File: src/rtl/popcnt_pkg.sv
// Shared definitions for the popcount scheduler: operand encodings and the
// width/latency helpers used by the counter, the scheduler and its checker.
package popcnt_pkg;

  typedef enum logic [1:0] {
    OP_A   = 2'b00,
    OP_AND = 2'b01,
    OP_OR  = 2'b10,
    OP_XOR = 2'b11
  } op_e;

  function automatic int cnt_lat(input int vw, input int gw);
    return ($clog2(vw / (3 * gw)) / $clog2(3) + 1) + 1;
  endfunction

  function automatic int sum_w(input int vw);
    return $clog2(vw) + 1;
  endfunction

  function automatic int res_w(input int idw, input int vw);
    return idw + sum_w(vw);
  endfunction

endpackage

File: src/rtl/bit_cntr.sv
// Pipelined population counter: level 0 counts groups of three granules,
// and each later level adds its children in threes.
module bit_cntr
  import popcnt_pkg::*;
#(
  parameter int VECTOR_WIDTH  = 920,
  parameter int GRANULE_WIDTH = 6
) (
  input  logic                           clk,
  input  logic                           rstn,
  input  logic                           i_en,
  input  logic [VECTOR_WIDTH-1:0]        i_vec,
  output logic [sum_w(VECTOR_WIDTH)-1:0] o_sum
);

  localparam int SUM_W = sum_w(VECTOR_WIDTH);
  localparam int LAT   = cnt_lat(VECTOR_WIDTH, GRANULE_WIDTH);
  localparam int GRP_W = 3 * GRANULE_WIDTH;
  localparam int N_GRP = (VECTOR_WIDTH + GRP_W - 1) / GRP_W;
  localparam int PAD_W = N_GRP * GRP_W;

  logic [PAD_W-1:0] vec_pad;
  logic [SUM_W-1:0] lvl_d [LAT][N_GRP];
  logic [SUM_W-1:0] lvl_q [LAT][N_GRP];

  assign vec_pad = PAD_W'(i_vec);

  // Unused slots of every level stay zero, so each level can simply sum all slots of the one below.
  always_comb begin
    for (int k = 0; k < LAT; k++) begin
      for (int j = 0; j < N_GRP; j++) begin
        lvl_d[k][j] = '0;
      end
    end
    if (i_en) begin
      for (int j = 0; j < N_GRP; j++) begin
        for (int b = 0; b < GRP_W; b++) begin
          lvl_d[0][j] = lvl_d[0][j] + SUM_W'(vec_pad[j*GRP_W+b]);
        end
      end
      for (int k = 1; k < LAT; k++) begin
        for (int c = 0; c < N_GRP; c++) begin
          lvl_d[k][c/3] = lvl_d[k][c/3] + lvl_q[k-1][c];
        end
      end
    end else begin
      lvl_d = lvl_q;
    end
  end

  // Pipeline level registers.
  always_ff @(posedge clk or negedge rstn) begin
    if (!rstn) begin
      for (int k = 0; k < LAT; k++) begin
        for (int j = 0; j < N_GRP; j++) begin
          lvl_q[k][j] <= '0;
        end
      end
    end else begin
      lvl_q <= lvl_d;
    end
  end

  assign o_sum = lvl_q[LAT-1][0];

endmodule

File: src/rtl/popcnt_sched_chk.sv
// Invariant checks for the scheduler's result FIFO and credit counter.
module popcnt_sched_chk #(
  parameter int FIFO_DEPTH = 8,
  parameter int CNT_W      = 4
) (
  input logic             clk,
  input logic             rstn,
  input logic             i_wr,
  input logic             i_pop,
  input logic [CNT_W-1:0] i_fcnt,
  input logic [CNT_W-1:0] i_inflight
);

  a_no_overflow: assert property (@(posedge clk) disable iff (!rstn)
    !(i_wr && (i_fcnt == CNT_W'(FIFO_DEPTH))));

  a_no_underflow: assert property (@(posedge clk) disable iff (!rstn)
    !(i_pop && (i_fcnt == '0)));

  a_inflight_bound: assert property (@(posedge clk) disable iff (!rstn)
    i_inflight <= CNT_W'(FIFO_DEPTH));

endmodule

File: src/rtl/popcnt_sched.sv
// Job scheduler around one shared pipelined popcount: issues one tagged job
// per cycle and returns {tag, sum} in order through a credit-protected FIFO.
module popcnt_sched
  import popcnt_pkg::*;
#(
  parameter int VECTOR_WIDTH  = 920,
  parameter int GRANULE_WIDTH = 6,
  parameter int ID_WIDTH      = 16,
  parameter int FIFO_DEPTH    = 8
) (
  input  logic                           clk,
  input  logic                           rstn,
  input  logic                           i_ReqValid,
  output logic                           o_ReqReady,
  input  logic [1:0]                     i_ReqOp,
  input  logic [ID_WIDTH-1:0]            i_ReqId,
  input  logic [VECTOR_WIDTH-1:0]        i_VecA,
  input  logic [VECTOR_WIDTH-1:0]        i_VecB,
  output logic                           o_ResValid,
  input  logic                           i_ResReady,
  output logic [ID_WIDTH-1:0]            o_ResId,
  output logic [sum_w(VECTOR_WIDTH)-1:0] o_ResSum,
  output logic [$clog2(FIFO_DEPTH):0]    o_Inflight,
  output logic                           o_Idle
);

  localparam int CNT_LAT = cnt_lat(VECTOR_WIDTH, GRANULE_WIDTH);
  localparam int SUM_W   = sum_w(VECTOR_WIDTH);
  localparam int REC_W   = res_w(ID_WIDTH, VECTOR_WIDTH);
  localparam int PTR_W   = $clog2(FIFO_DEPTH);
  localparam int CNT_W   = PTR_W + 1;

  logic                    accept, fifo_wr, fifo_pop;
  logic                    live_d, live_q;
  logic [CNT_W-1:0]        inflight_d, inflight_q;
  logic [VECTOR_WIDTH-1:0] opnd_d, opnd_q;
  logic                    s0_d, s0_q;
  logic [ID_WIDTH-1:0]     id0_d, id0_q;
  logic                    tag_vld_d [CNT_LAT];
  logic                    tag_vld_q [CNT_LAT];
  logic [ID_WIDTH-1:0]     tag_id_d [CNT_LAT];
  logic [ID_WIDTH-1:0]     tag_id_q [CNT_LAT];
  logic [SUM_W-1:0]        cnt_sum;
  logic [REC_W-1:0]        mem_d [FIFO_DEPTH];
  logic [REC_W-1:0]        mem_q [FIFO_DEPTH];
  logic [PTR_W-1:0]        wptr_d, wptr_q, rptr_d, rptr_q;
  logic [CNT_W-1:0]        fcnt_d, fcnt_q;
  logic [REC_W-1:0]        head;

  // Ready stays low until the first clock after reset release.
  assign live_d     = 1'b1;
  assign o_ReqReady = live_q & (inflight_q < CNT_W'(FIFO_DEPTH));
  assign accept     = i_ReqValid & o_ReqReady;
  assign o_ResValid = (fcnt_q != '0);
  assign fifo_pop   = o_ResValid & i_ResReady;
  assign fifo_wr    = tag_vld_q[CNT_LAT-1];
  assign o_Inflight = inflight_q;
  assign o_Idle     = (inflight_q == '0);

  // Issue stage: form the operand on accept, otherwise inject a zero bubble.
  always_comb begin
    opnd_d = '0;
    s0_d   = 1'b0;
    id0_d  = id0_q;
    if (accept) begin
      s0_d  = 1'b1;
      id0_d = i_ReqId;
      case (op_e'(i_ReqOp))
        OP_A:    opnd_d = i_VecA;
        OP_AND:  opnd_d = i_VecA & i_VecB;
        OP_OR:   opnd_d = i_VecA | i_VecB;
        OP_XOR:  opnd_d = i_VecA ^ i_VecB;
        default: opnd_d = i_VecA;
      endcase
    end else begin
      opnd_d = '0;
    end
  end

  // Tag pipe mirrors the counter depth so its last stage lines up with cnt_sum.
  always_comb begin
    tag_vld_d[0] = s0_q;
    tag_id_d[0]  = id0_q;
    for (int i = 1; i < CNT_LAT; i++) begin
      tag_vld_d[i] = tag_vld_q[i-1];
      tag_id_d[i]  = tag_id_q[i-1];
    end
  end

  // Credit count: every job owns a FIFO slot from accept until its result is popped.
  always_comb begin
    case ({accept, fifo_pop})
      2'b10:   inflight_d = inflight_q + CNT_W'(1'b1);
      2'b01:   inflight_d = inflight_q - CNT_W'(1'b1);
      default: inflight_d = inflight_q;
    endcase
  end

  // First-word fall-through FIFO; write and pop in one cycle both take effect.
  always_comb begin
    mem_d = mem_q;
    if (fifo_wr) begin
      mem_d[wptr_q] = {tag_id_q[CNT_LAT-1], cnt_sum};
      wptr_d        = wptr_q + PTR_W'(1'b1);
    end else begin
      wptr_d = wptr_q;
    end
    if (fifo_pop) begin
      rptr_d = rptr_q + PTR_W'(1'b1);
    end else begin
      rptr_d = rptr_q;
    end
    case ({fifo_wr, fifo_pop})
      2'b10:   fcnt_d = fcnt_q + CNT_W'(1'b1);
      2'b01:   fcnt_d = fcnt_q - CNT_W'(1'b1);
      default: fcnt_d = fcnt_q;
    endcase
  end

  // Head record is forced to zero while the FIFO is empty.
  always_comb begin
    if (o_ResValid) begin
      head = mem_q[rptr_q];
    end else begin
      head = '0;
    end
  end

  assign o_ResId  = head[REC_W-1:SUM_W];
  assign o_ResSum = head[SUM_W-1:0];

  // State registers; reset discards every in-flight job and queued result.
  always_ff @(posedge clk or negedge rstn) begin
    if (!rstn) begin
      live_q     <= 1'b0;
      inflight_q <= '0;
      opnd_q     <= '0;
      s0_q       <= 1'b0;
      id0_q      <= '0;
      for (int i = 0; i < CNT_LAT; i++) begin
        tag_vld_q[i] <= 1'b0;
        tag_id_q[i]  <= '0;
      end
      for (int i = 0; i < FIFO_DEPTH; i++) begin
        mem_q[i] <= '0;
      end
      wptr_q <= '0;
      rptr_q <= '0;
      fcnt_q <= '0;
    end else begin
      live_q     <= live_d;
      inflight_q <= inflight_d;
      opnd_q     <= opnd_d;
      s0_q       <= s0_d;
      id0_q      <= id0_d;
      tag_vld_q  <= tag_vld_d;
      tag_id_q   <= tag_id_d;
      mem_q      <= mem_d;
      wptr_q     <= wptr_d;
      rptr_q     <= rptr_d;
      fcnt_q     <= fcnt_d;
    end
  end

  bit_cntr #(
    .VECTOR_WIDTH  (VECTOR_WIDTH),
    .GRANULE_WIDTH (GRANULE_WIDTH)
  ) u_cntr (
    .clk   (clk),
    .rstn  (rstn),
    .i_en  (1'b1),
    .i_vec (opnd_q),
    .o_sum (cnt_sum)
  );

  popcnt_sched_chk #(
    .FIFO_DEPTH (FIFO_DEPTH),
    .CNT_W      (CNT_W)
  ) u_chk (
    .clk        (clk),
    .rstn       (rstn),
    .i_wr       (fifo_wr),
    .i_pop      (fifo_pop),
    .i_fcnt     (fcnt_q),
    .i_inflight (inflight_q)
  );

endmodule

File: config.mk
export PLATFORM = sky130hd
export DESIGN_NAME = popcnt_sched
export DESIGN_NICKNAME = d
export VERILOG_FILES = /design/src/rtl/popcnt_pkg.sv /design/src/rtl/bit_cntr.sv /design/src/rtl/popcnt_sched_chk.sv /design/src/rtl/popcnt_sched.sv
export SDC_FILE = /design/constraint.sdc
export NUM_CORES = 2
export LEC_CHECK = 0
export CAP_MARGIN = 20
export CELL_PAD_IN_SITES_DETAIL_PLACEMENT = 1
export CELL_PAD_IN_SITES_GLOBAL_PLACEMENT = 2
export CORE_AREA = 2 2 737 739
export DETAILED_ROUTE_END_ITERATION = 7
export DIE_AREA = 0 0 739 741
export MAX_ROUTING_LAYER = met4
export PLACE_DENSITY = 0.64
export REMOVE_ABC_BUFFERS = 1
export SLEW_MARGIN = 20
export SYNTH_ARGS = -nofsm -noshare
export SYNTH_HDL_FRONTEND = slang
export SYNTH_SLANG_ARGS = --single-unit
File: constraint.sdc
create_clock -name clk -period 11.2 [get_ports clk]
set_clock_uncertainty 0.2 [all_clocks]
set_input_delay 2.24 -clock clk [delete_from_list [all_inputs] [get_ports clk]]
set_output_delay 2.24 -clock clk [all_outputs]
set_load 0.005 [all_outputs]
==> results.rst <==
.. list-table::
   :header-rows: 1

   * - Metric
     - Value
   * - Layer with the highest usage
     - met2
   * - Total via count in the routed design
     - 103k
   * - Hold Crit Class
     - reg -> reg
   * - DRC Markers
     - 0
   * - Area of the core region
     - 0.540 mm^2
   * - Initial core utilization
     - 0.260
   * - Met3 track demand over resource in global routing
     - 0.0518
   * - Startpoint types
     - register
   * - Int Pwr
     - 16.8 mW
   * - Sequential cell area
     - 0.0430 mm^2
   * - Fraction of registers with async set or reset after synthesis
     - 1.00
   * - Fmax
     - 0.151 GHz
   * - Placed cell area
     - 0.167 mm^2
   * - Fraction of layout cells with a size suffix above 1
     - 0.0592
   * - Slowest Stage Delay on Critical Path
     - 0.86 ns
   * - Net Sw Frac
     - 0.368
   * - Required time of the critical path
     - 8.76 ns
   * - Routed length per instance
     - 23.4 um
   * - Number of top-level design ports
     - 1896
   * - Port Buffer Count
     - 1895
   * - Worst flop-to-flop path startpoint
     - opnd_q[0]
   * - Syn_area_per_cell
     - 9.81 um^2
   * - Total track usage
     - 0.205
   * - Met1 layer usage reported by global route
     - 0.249
   * - R2R Setup Slk
     - 6.72 ns
   * - TritonCTS clock tree
     - built
   * - CTS Buffer Depth
     - 4
   * - Number of synthesized register bits
     - 1718
   * - Worst-path fanout max
     - 29
   * - Row Count
     - 270
   * - Post-Layout Inst Area
     - 0.175 mm^2
   * - Number of buffers added by the clock tree synthesis step
     - 237
   * - Highest-count cells in the layout ignoring fill and taps
     - inv_1 (3365), ha_1 (2239), clkdlybuf4s50_1 (1892)
   * - Cell count of the worst hold path
     - 0
   * - GPL Wtd Cong
     - 1.05
   * - Crit share post-route
     - 0.590
   * - WS Path Type
     - reg -> out
   * - Worst Hold Slack
     - 0.0997 ns
   * - Arr. time, crit path
     - 4.16 ns
   * - Final Max Slew Viols
     - 0
   * - Largest vdd supply drop
     - 150 uV
   * - DRT antenna net count
     - 0
   * - Worst rel slew slack
     - 0.278
   * - Run status
     - complete, no violations
   * - Kind of end point of the critical path
     - output port
   * - Share of power burned in registers
     - 0.316
   * - Cell area after technology mapping
     - 0.140 mm^2
   * - First-pass GRT wire length
     - 794000 um
   * - # resized after CTS
     - 0
   * - Hold worst-path end
     - tag_id_d[20]
   * - Dominant cell type by area after synthesis
     - dfrtp_1
   * - Area share of the largest cell type after synthesis
     - 0.307
   * - Horizontal die dimension
     - 739 um
   * - Most common library cell in the layout ignoring fill and taps
     - inv_1
   * - TritonCTS sink count
     - 1718
   * - Max-cap violations
     - 0
   * - Floorplan die area
     - 0.548 mm^2
   * - Clock transition at the registers of the reported paths
     - 0.06 ns
   * - Endpoints failing setup
     - 0
   * - Synthesized netlist cell count
     - 14.3k
   * - Top post-synthesis cells by area
     - dfrtp_1 (31%), ha_1 (20%), fa_1 (11%), inv_1 (9.0%), a211oi_1 (4.9%)
   * - Ys flop type
     - dfrtp_1
   * - Final global-route overflow total
     - 0
   * - Power Dens Cells
     - 152 mW/mm^2
   * - Final worst path period need
     - 6.60 ns
   * - Yosys warns
     - 0
   * - EDFF count, synth
     - 0
   * - Height of the chip
     - 741 um
   * - Post-synthesis sequential area ratio
     - 0.307
   * - Pleak
     - 90.0 nW
   * - Initial DRC count
     - 4086
   * - Switching component of the power
     - 9.77 mW
   * - Unrepaired setup endpoints after global routing
     - false
   * - Detailed-route wire length
     - 551000 um
   * - Cell depth of the worst flop-to-flop path
     - 13
   * - Worst Min Path Start
     - tag_id_d[36]
   * - Number of hold-repair buffers added at the cts stage
     - 0
   * - Area of combinational cells with multiple inputs
     - 0.0818 mm^2
   * - Number of distinct standard cells referenced by the synthesized netlist
     - 55
   * - Final Hold Violating Endpoints
     - 0
   * - Initial antenna violation count
     - 454
   * - Met2 track demand over resource
     - 0.340
   * - First-pass DRT Iterations
     - 5
   * - Area added between synthesis and finish
     - 25.2%
   * - HPWL after detailed placement
     - 451000 um
   * - Master of the slowest instance on the critical path
     - dfrtp_4
   * - Master cell of the clock root buffer
     - clkbuf_16
   * - CTS H-tree lvls
     - 4
   * - Maximum number of pins on one net before global-route repair
     - 184
   * - Mean number of vias per cell
     - 4.36
   * - Post-CTS setup repair buffer count
     - 0
   * - Crit Reg-Reg Endpoint
     - u_cntr.lvl_q[2853]
   * - Vias in the first global route
     - 109k
   * - Share of total power in the clock network
     - 0.304
   * - Number of filler instances in the final layout
     - 61.1k
   * - Clock latency on the worst-skew pair
     - 0.96 ns
   * - Cell breakdown of the critical path
     - buf_4, mux4_2, mux2i_1, nor2_1, clkdlybuf4s50_1
   * - Least-Margin Pin Slew
     - 1.08 ns
   * - Final layout net count
     - 20.8k
   * - Comb power frac
     - 0.379
-- Yosys cell counts, types with 4 or more instances --
| library cell | count |
|---|---|
| buf_2 | 217 |
| dfrtp_1 | 1718 |
| ha_1 | 2239 |
| mux2_2 | 376 |
| nand2b_1 | 10 |
| nor2_1 | 1748 |
| a221oi_1 | 6 |
| nand2_1 | 72 |
| xnor2_1 | 158 |
| a211oi_1 | 923 |
| clkbuf_1 | 380 |
| mux2i_1 | 377 |
| buf_1 | 19 |
| o21ai_0 | 21 |
| mux2_1 | 589 |
| o21a_1 | 54 |
| fa_1 | 780 |
| nor2b_1 | 66 |
| a21o_1 | 97 |
| nor3_1 | 13 |
| xor2_1 | 48 |
| mux4_2 | 54 |
| buf_4 | 21 |
| a21oi_1 | 891 |
| inv_1 | 3365 |
| a21boi_0 | 4 |
| nand3_1 | 8 |
-- registers in the layout (all words and copies together), names as in the netlist --
name          count
fcnt_q            4
tag_id_d         64
id0_q            16
opnd_q          920
rptr_q            3
fifo_wr           1
tag_id_q         16
u_cntr.lvl_q    454
wptr_q            3
o_Inflight        4
s0_q              1
mem_q           216
live_q            1
tag_vld_d         4
u_cntr.o_sum     11
-- logic make-up (layout without fill, tap and decap cells) --
group,Yosys count,count (layout),synth area share
buffers and inverters,4005,5796,0.110
adders and majority gates,3019,3019,0.311
AOI/OAI and AO/OA,2012,2012,0.0916
and+or+nand+nor,1935,1935,0.0544
DFF,1718,1718,0.307
muxes,1397,1397,0.113
xor gates and xnor gates,206,206,0.0129
other,1,244,0.0000268
-- power by group through the flow --
stage	clock network, mW	logic (mW)	registers, mW
final	8.09	10.1	8.40
after global routing	8.64	11.6	8.58
after CTS	8.44	10.5	8.46
after detailed placement	0	10.4	8.56
after global placement	0	10.3	8.55
after floorplan	0	6.04	8.16
-- cell type report --
class	count	share of cell area
inverter	3367	0.0720
sequential	1718	0.245
clock buffer	318	0.0383
tap	7208	0.0514
timing repair buffer	1994	0.115
multi-input combinational	8570	0.466
antenna	243	0.00347
clock inverter	117	0.00866
-- per-layer routing --
metal | up-vias | part of all wire
li1 | 48800 | -
met1 | 50900 | 0.43
met2 | 2082 | 0.48
met3 | 806 | 0.059
met4 | 0 | 0.031
met5 | - | 0
-- stage by stage --
stage,instances,setup WS (ns),TNS (ns),power [mW],util
after floorplan,13700,-8.75,-6019.44,14.2,-
after global placement,22900,5.54,0,18.8,0.309
after detailed placement,22900,5.51,0,19.0,0.309
after CTS,23300,4.38,0,27.4,0.324
after global routing,23500,4.33,0,28.8,0.325
final,23500,4.60,0,26.6,0.325
-- how the worst max path moves through the flow --
stage | depth (start not counted) | endpoint | start
after detailed placement | 5 | o_ResSum[0] | rptr_q[0]
after global placement | 5 | o_ResSum[0] | rptr_q[0]
final | 5 | o_ResSum[0] | rptr_q[0]
after CTS | 5 | o_ResSum[0] | rptr_q[0]
after floorplan | 2 | s0_q | i_ReqValid
after global routing | 5 | o_ResSum[0] | rptr_q[0]
-- critical path: cells and delay by family, from the launching register on --
family,cells,cell delay [ns]
buf+inv,2,1.10
simple gates,1,0.10
flops,1,0.86
mux,2,1.10
Power figures use the tool's default switching activity.
